[config.mk]
export PLATFORM = sky130hd
export DESIGN_NAME = avalon_sha3_master
export DESIGN_NICKNAME = d
export VERILOG_FILES = /design/src/rtl/avalon_sha3_master.sv
export SDC_FILE = /design/constraint.sdc
export NUM_CORES = 1
export LEC_CHECK = 0
export CELL_PAD_IN_SITES_DETAIL_PLACEMENT = 0
export CELL_PAD_IN_SITES_GLOBAL_PLACEMENT = 2
export CORE_MARGIN = 2
export CORE_UTILIZATION = 28
export DETAILED_ROUTE_END_ITERATION = 7
export HOLD_SLACK_MARGIN = 0.08
export PLACE_DENSITY_LB_ADDON = 0.3
export RECOVER_POWER = 50
export SYNTH_ARGS = -nofsm -noshare
export SYNTH_HDL_FRONTEND = slang
export SYNTH_SLANG_ARGS = --single-unit
[constraint.sdc]
create_clock -name clk -period 2.3 [get_ports clk]
set_input_delay 0.345 -clock clk [delete_from_list [all_inputs] [get_ports clk]]
set_output_delay 0.345 -clock clk [all_outputs]
set_load 0.01 [all_outputs]
[src/rtl/avalon_sha3_master.sv]
// -----------------------------------------------------------------------------
// avalon_sha3_master
//   Avalon-MM master that feeds the SHA3 slave without software involvement.
//   For each accepted command it writes one message block from the input word
//   stream into the core, writes the control word, and polls status until the
//   core is ready. After the final block it reads the digest out to a word stream.
//
// Ports
//   clk, rst_n                     clock, asynchronous active-low reset
//   cmd_valid/cmd_ready            command handshake (ready only when idle)
//   cmd_first, cmd_last            block is first (init) / last (digest follows)
//   in_valid/in_ready/in_data      message word stream
//   out_valid/out_ready/out_data   digest word stream, word 0 first
//   out_last                       marks the final digest word
//   busy                           sequencer not idle
//   timeout                        sticky; status never became ready
//   avm_*                          Avalon-MM master port (8-bit address, 32-bit data)
// -----------------------------------------------------------------------------
module avalon_sha3_master #(
  parameter int          BLOCK_WORDS  = 18,
  parameter int          DIGEST_WORDS = 16,
  parameter logic [7:0]  ADDR_CTRL    = 8'h08,
  parameter logic [7:0]  ADDR_STATUS  = 8'h09,
  parameter logic [7:0]  ADDR_BLOCK   = 8'h10,
  parameter logic [7:0]  ADDR_DIGEST  = 8'h40,
  parameter logic [31:0] CTRL_INIT    = 32'h1,
  parameter logic [31:0] CTRL_NEXT    = 32'h2,
  parameter int          READY_BIT    = 0,
  parameter int          POLL_LIMIT   = 1024
) (
  input  logic        clk,
  input  logic        rst_n,
  input  logic        cmd_valid,
  output logic        cmd_ready,
  input  logic        cmd_first,
  input  logic        cmd_last,
  input  logic        in_valid,
  output logic        in_ready,
  input  logic [31:0] in_data,
  output logic        out_valid,
  input  logic        out_ready,
  output logic [31:0] out_data,
  output logic        out_last,
  output logic        busy,
  output logic        timeout,
  output logic [7:0]  avm_address,
  output logic        avm_read,
  output logic        avm_write,
  output logic [31:0] avm_writedata,
  input  logic [31:0] avm_readdata,
  input  logic        avm_waitrequest
);

  localparam int CNT_W  = $clog2(BLOCK_WORDS + 1);
  localparam int IDX_W  = $clog2(DIGEST_WORDS + 1);
  localparam int POLL_W = $clog2(POLL_LIMIT + 1);

  typedef enum logic [2:0] {
    S_IDLE, S_WR_BLK, S_WR_CTRL, S_POLL, S_RD_DIG, S_OUT
  } state_t;

  state_t state, state_nxt;

  logic [CNT_W-1:0]  word_cnt;
  logic [IDX_W-1:0]  dig_idx;
  logic [POLL_W-1:0] poll_cnt;
  logic              first_q, last_q;

  // Strobes are registered, so a transfer is "pending" exactly while a strobe
  // is high. Dropping the strobe on completion and only issuing from an idle
  // bus guarantees at least one idle cycle between transfers.
  logic bus_pending, xfer_done, status_ready;
  logic blk_last, dig_last, poll_hit;
  logic issue_wr, issue_rd;
  logic [7:0]  issue_addr;
  logic [31:0] issue_data;

  assign bus_pending  = avm_read | avm_write;
  assign xfer_done    = bus_pending & ~avm_waitrequest;
  assign status_ready = avm_readdata[READY_BIT];
  assign blk_last     = (word_cnt == CNT_W'(BLOCK_WORDS - 1));
  assign dig_last     = (dig_idx == IDX_W'(DIGEST_WORDS - 1));
  // True when the read completing now is the POLL_LIMIT-th one.
  assign poll_hit     = (poll_cnt == POLL_W'(POLL_LIMIT - 1));
  assign busy         = (state != S_IDLE);

  // State register
  always_ff @(posedge clk or negedge rst_n) begin
    if (!rst_n) state <= S_IDLE;
    else        state <= state_nxt;
  end

  // Next-state logic
  always_comb begin
    // NOTE: every combinational output gets a default first so no path can infer a latch.
    state_nxt = state;
    unique case (state)
      S_IDLE:    if (cmd_valid) state_nxt = S_WR_BLK;
      S_WR_BLK:  if (xfer_done && blk_last) state_nxt = S_WR_CTRL;
      S_WR_CTRL: if (xfer_done) state_nxt = S_POLL;
      S_POLL: begin
        if (xfer_done) begin
          if (status_ready) state_nxt = last_q ? S_RD_DIG : S_IDLE;
          else if (poll_hit) state_nxt = S_IDLE;
        end
      end
      S_RD_DIG:  if (xfer_done) state_nxt = S_OUT;
      S_OUT:     if (out_ready) state_nxt = dig_last ? S_IDLE : S_RD_DIG;
      default:   state_nxt = S_IDLE;
    endcase
  end

  // Output / transfer-issue logic
  always_comb begin
    cmd_ready  = 1'b0;
    in_ready   = 1'b0;
    out_valid  = 1'b0;
    out_last   = 1'b0;
    issue_wr   = 1'b0;
    issue_rd   = 1'b0;
    issue_addr = avm_address;
    issue_data = avm_writedata;
    unique case (state)
      S_IDLE: cmd_ready = 1'b1;
      S_WR_BLK: begin
        in_ready = ~bus_pending;
        if (in_valid && !bus_pending) begin
          issue_wr   = 1'b1;
          issue_addr = ADDR_BLOCK + 8'(word_cnt);
          issue_data = in_data;
        end
      end
      S_WR_CTRL: begin
        if (!bus_pending) begin
          issue_wr   = 1'b1;
          issue_addr = ADDR_CTRL;
          issue_data = first_q ? CTRL_INIT : CTRL_NEXT;
        end
      end
      S_POLL: begin
        if (!bus_pending) begin
          issue_rd   = 1'b1;
          issue_addr = ADDR_STATUS;
        end
      end
      S_RD_DIG: begin
        if (!bus_pending) begin
          issue_rd   = 1'b1;
          issue_addr = ADDR_DIGEST + 8'(dig_idx);
        end
      end
      S_OUT: begin
        out_valid = 1'b1;
        out_last  = dig_last;
      end
      default: ;
    endcase
  end

  // Datapath: bus registers, counters, captured digest word, sticky timeout.
  // The async reset drops any in-flight strobe immediately.
  always_ff @(posedge clk or negedge rst_n) begin
    if (!rst_n) begin
      avm_read      <= 1'b0;
      avm_write     <= 1'b0;
      avm_address   <= '0;
      avm_writedata <= '0;
      word_cnt      <= '0;
      dig_idx       <= '0;
      poll_cnt      <= '0;
      first_q       <= 1'b0;
      last_q        <= 1'b0;
      timeout       <= 1'b0;
      out_data      <= '0;
    end else begin
      // NOTE: non-blocking assignments so every register sees pre-edge values.
      if (xfer_done) begin
        avm_read  <= 1'b0;
        avm_write <= 1'b0;
      end else if (issue_wr || issue_rd) begin
        avm_read    <= issue_rd;
        avm_write   <= issue_wr;
        avm_address <= issue_addr;
        if (issue_wr) avm_writedata <= issue_data;
      end

      if (cmd_valid && cmd_ready) begin
        first_q  <= cmd_first;
        last_q   <= cmd_last;
        timeout  <= 1'b0;
        word_cnt <= '0;
        poll_cnt <= '0;
        dig_idx  <= '0;
      end

      if (state == S_WR_BLK && xfer_done) word_cnt <= word_cnt + CNT_W'(1);

      if (state == S_POLL && xfer_done) begin
        poll_cnt <= poll_cnt + POLL_W'(1);
        if (!status_ready && poll_hit) timeout <= 1'b1;
      end

      if (state == S_RD_DIG && xfer_done) out_data <= avm_readdata;
      if (state == S_OUT && out_ready && !dig_last) dig_idx <= dig_idx + IDX_W'(1);
    end
  end

endmodule
== Word level (Yosys, flattened, before mapping) ==
Index checks and enable logic that the tools add are counted.

* Bits in registers: 101
* Output and inout port bits: 80
* Logic and storage cells: 106

* $add $sub $neg: 5
* Equality and inequality tests: 19
* Multiplexer cells: 40
* Bitwise logic cells: 5
* Reductions and logical operators: 25

{| class="wikitable"
|+ Operators by type and width
! cell !! count
|-
| $mux 32 || 2
|-
| $pmux 32 s2 || 1
|-
| $mux 8 || 4
|-
| $pmux 8 s4 || 1
|-
| $mux 3 || 10
|-
| $mux 11 || 2
|-
| $ne 2x2->1 const B || 10
|-
| $pmux 3 s6 || 1
|-
| $mux 5 || 3
|-
| $mux 1 || 14
|-
| $reduce_and 7->1 || 2
|-
| $add 11x1->11 const B || 1
|-
| $eq 11x10->1 const B || 1
|-
| $add 5x1->5 const B || 2
|-
| $reduce_bool 2->1 || 5
|-
| $logic_and 1x1->1 || 9
|-
| $add 7x5->8 const A || 1
|-
| $add 5x5->6 const A || 1
|-
| $eq 3x2->1 const B || 2
|-
| $eq 3x3->1 const B || 2
|-
| $reduce_and 6->1 || 1
|-
| $eq 5x4->1 const B || 1
|-
| $eq 5x5->1 const B || 1
|-
| $reduce_bool 4->1 || 1
|-
| other kinds (12) || 16
|}

== Longest topological paths before layout ==
* Word-level depth: 8
* Gate-level depth with buffers: 7
* Depth with buffers taken out: 7

== Least setup slack after synthesis ==
OpenSTA, ideal clock, no wires.

* Kind: register -> register
* Start point: register dig_idx[0]
* End point: register dig_idx[2]
* Library setup time: 129 ps
* Arrival: 1656 ps
* Path slack: 515 ps
* Cell stages (with the launch flop): 8
* Period minus slack after synthesis: 1785 ps
* Cell sequence: dfrtp_1 ha_1 and3_1 ha_1 nor3_1 a21oi_1 o21ai_0 o21ai_0

* Word-level cells in the longest chain between the ends: 4
* Elaborated cells between the ends (all ways): 6
* Classes of those cells: add/sub (1); eq/ne (1); mux (1); reduce/logical (3)

{| class="wikitable"
|+ RTL lines
! what !! RTL line !! text
|-
| start: declaration || 65 || <nowiki>logic [IDX_W-1:0] dig_idx;</nowiki>
|-
| start signal: assignment || 204 || <nowiki>if (state == S_OUT && out_ready && !dig_last) dig_idx <= dig_idx + IDX_W'(1);</nowiki>
|-
| branches (longest 4 deep; another with $add 5x1->5) || - ||
|}

Parallel ways; which one is timed is not known.
A chain may end at the register's enable or synchronous reset.

== Final worst setup path ==
* Start point: register state[1]
* End point: output cmd_ready

* Word-level cells in the longest chain between the ends: 2

{| class="wikitable"
|+ RTL lines
! what !! RTL line !! text
|-
| start: declaration || 62 || <nowiki>state_t state, state_nxt;</nowiki>
|-
| start signal: assignment || 90 || <nowiki>else state <= state_nxt;</nowiki>
|-
| $logic_not 3->1 || 123 || <nowiki>unique case (state)</nowiki>
|-
| $mux 1 || 123 ||
|-
| end: declaration || 34 || <nowiki>output logic cmd_ready,</nowiki>
|}

No other way between the ends.

==> results_dict.tcl <==
set metrics [dict create \
    status "complete, no violations" \
    power.share.clock_pct 20.1 \
    worstPathRequired_ns 1.96 \
    crit_path_start_kind "register" \
    power.internal_mw 4.95 \
    maxSlewViolCount 0 \
    drive_gt1_share_pct 14.4 \
    worstSkewPairLatency_ns 0.34 \
    yosys.area.top_type "dfrtp_1" \
    period_share_pct 96.5 \
    synth-simple-area-share_pct 15.7 \
    reg2reg_from "state[2]" \
    cts.sinks 100 \
    worst_slew_pin_slew_ns 1.08 \
    dp.final_hpwl_um 8270 \
    ios 152 \
    grt_overflow 0 \
    ant_nets 0 \
    ys.flop_type "dfrtp_1" \
    r2r_slack_ns 0.31 \
    yosysWarnings 0 \
    drc_errors 0 \
    syn_area_um2 4470 \
    postSynthNetCount 501 \
    start_util_pct 28.4 \
    dieWidth_um 130 \
    die-area_um2 17000 \
    max-cap-violations 0 \
    synthDistinctLibCells 53 \
    synthMuxAreaShare_pct 11.2 \
    synth-compound-area-share_pct 11.9 \
    h-tree-depth 3 \
    yosys_register_bits 100 \
    area_growth_syn_to_layout_pct 47.0 \
    slew_headroom_pct 27.8 \
    hold_path.class "register to register" \
    final_common_cell "clkdlybuf4s50_1" \
    antenna_found_initial 0 \
    vias 3638 \
    synth_xor_area_share_pct 0.392 \
    cts_root_buf "clkbuf_16" \
    holdWs_ns 0.479 \
    grt_max_degree 66 \
    comb_power_share_pct 41.3 \
    p_leak_nw 2.90 \
    grt_pass1_vias 3596 \
    holdCritStartpoint "avm_writedata[14]" \
    cts_tree "done" \
    routed_wl_um 11500 \
    switchingPower_mw 2.38 \
    place_congestion 0.806 \
    synth.top_cell.area_share_pct 56.0 \
    drtIter0Drc 158 \
    p_seq_share_pct 38.6 \
    cp-startpoint "state[1]" \
    path_max_fanout 11 \
    cts.path.max_buffers 2 \
    async_flop_share_pct 100 \
    vias_per_cell 4.54 \
    hold_viol_final 0 \
    finalClockSkew_ns 0.00885 \
    arrival_ns 1.87 \
    synth_top_family_by_area "simple AND/OR/NAND/NOR gates" \
    setup_viol 0 \
    firstDrtPassIters 4 \
    numCtsBuffers 9 \
    synth_top_cells_by_area "dfrtp_1, mux2_2, nand2_1" \
    power_per_cell_area_nw_per_um2 1120 \
    reg2reg_depth 6 \
    final_cell_mix "clkdlybuf4s50_1, dfrtp_1, nand2_1" \
    finalSetupTns_ns 0 \
    synth_edf_count 0 \
    die_h_um 130 \
    grt_pass1_wl_um 18500 \
    max_freq_ghz 0.451 \
    grtUsageTotal_pct 13.9 \
    antenna_cells 0 \
    synth_cells 424 \
    crit_type "register to primary output" \
    portBuffers 150 \
    path_clk_slew_ns 0.07 \
    synth_seq_area_share_pct 56.0 \
    num_rows 46 \
    avgSynthCellArea_um2 10.5 \
    hold-path-cell-count 2 \
    rsz0062_at_grt "no" \
    cp-end-kind "primary output" \
    worst_ir_drop_vdd_v 0.000474 \
    min_to "avm_writedata[14]" \
    wl_per_cell_um 14.4 \
    r2r_end "state[0]" \
    nets 657 \
    power.share.switching_pct 32.5 \
    core_um2 15700 \
    period_needed_ns 2.22 \
    yosys.area_share.adder_pct 1.40 \
]
## logic make-up (layout without fill, tap and decap cells)
kind of cell,Yosys count,after routing
simple gates,153,153
flops,100,100
compound gates,90,90
mux,45,45
buf+inv,28,189
fa+ha+maj,5,5
xor+xnor,2,2
other cells,1,1
## layout make-up
class                           instances  area, um2
Inverter                                5       18.8
Tap cell                              216        270
Clock buffer                           11        253
Clock inverter                          5       35.0
Timing Repair Buffer                  168       1660
Sequential cell                       100       2500
Fill cell                            1562       9150
Multi-Input combinational cell        296       1820
## layer usage
layer	share of wire [%]	global-route usage, %	up-vias
li1	-	-	1783
met1	47	18.6	1744
met2	46	22.1	96
met3	4.7	2.50	15
met4	2.1	6.39	0
met5	0	0	-
## cell usage after synthesis, types with 2 or more instances
| library cell | n |
|---|---|
| a211oi_1 | 2 |
| a21oi_1 | 12 |
| a31oi_1 | 2 |
| a41oi_1 | 2 |
| and2_1 | 2 |
| and3_1 | 4 |
| and4_1 | 3 |
| buf_2 | 7 |
| buf_4 | 3 |
| buf_6 | 3 |
| clkbuf_1 | 10 |
| dfrtp_1 | 100 |
| ha_1 | 5 |
| inv_1 | 4 |
| mux2_1 | 3 |
| mux2_2 | 38 |
| mux2i_1 | 4 |
| nand2_1 | 92 |
| nand2_2 | 2 |
| nand2b_1 | 2 |
| nand3_1 | 14 |
| nand4_1 | 3 |
| nor2_1 | 14 |
| nor2b_1 | 2 |
| nor3_1 | 5 |
| o21ai_0 | 52 |
| o21ai_1 | 4 |
| o31ai_1 | 3 |
| or3_1 | 3 |
## how the worst max path moves through the flow
stage          depth (start not counted)  slack (ns)    endpoint
5_1_grt                                3        0.03   cmd_ready
6_report                               3        0.08   cmd_ready
3_3_place_gp                           6        0.26    state[0]
4_1_cts                                3       0.003   cmd_ready
2_1_floorplan                          7        0.52  dig_idx[2]
3_5_place_dp                           6        0.22    state[0]
## sequential cells by signal (all words and copies together), names as in the netlist
name           cells
state              3
last_q             1
out_data          32
avm_address        7
word_cnt           5
avm_write          1
timeout            1
avm_writedata     32
poll_cnt          11
dig_idx            5
first_q            1
avm_read           1
## repair_timing
action,CTS,global route
buffers inserted,2,0
hold endpoints to repair,39,0
hold buffers,1,0
resized for setup,1,1
endpoints found under the setup margin,1,3
## through the flow
step	setup slack, ns	instances	utilization (%)	power [mW]	cell area, um2
after floorplan	0.515	424	-	4.28	4470
after global routing	0.0260	801	41.8	7.85	6570
after global placement	0.258	782	39.9	6.00	6270
after detailed placement	0.221	782	39.9	6.06	6270
after CTS	0.00282	801	41.9	7.60	6590
final	0.0806	801	41.8	7.34	6570
## critical path, cell delays in order (launching register included)
cell and delay, ns:
dfrtp_1 0.48, buf_4 0.22, nor3_2 0.25, clkdlybuf4s50_1 0.58
## power groups by stage
stage / clock network (mW) / registers [mW] / logic (mW)
floorplan: 0 / 3.11 / 1.17
global placement: 0 / 2.87 / 3.12
CTS: 1.54 / 2.85 / 3.21
finish: 1.47 / 2.83 / 3.03
global route: 1.62 / 2.94 / 3.30
detailed placement: 0 / 2.90 / 3.16
Note: power is estimated with default switching activity, not from simulation.
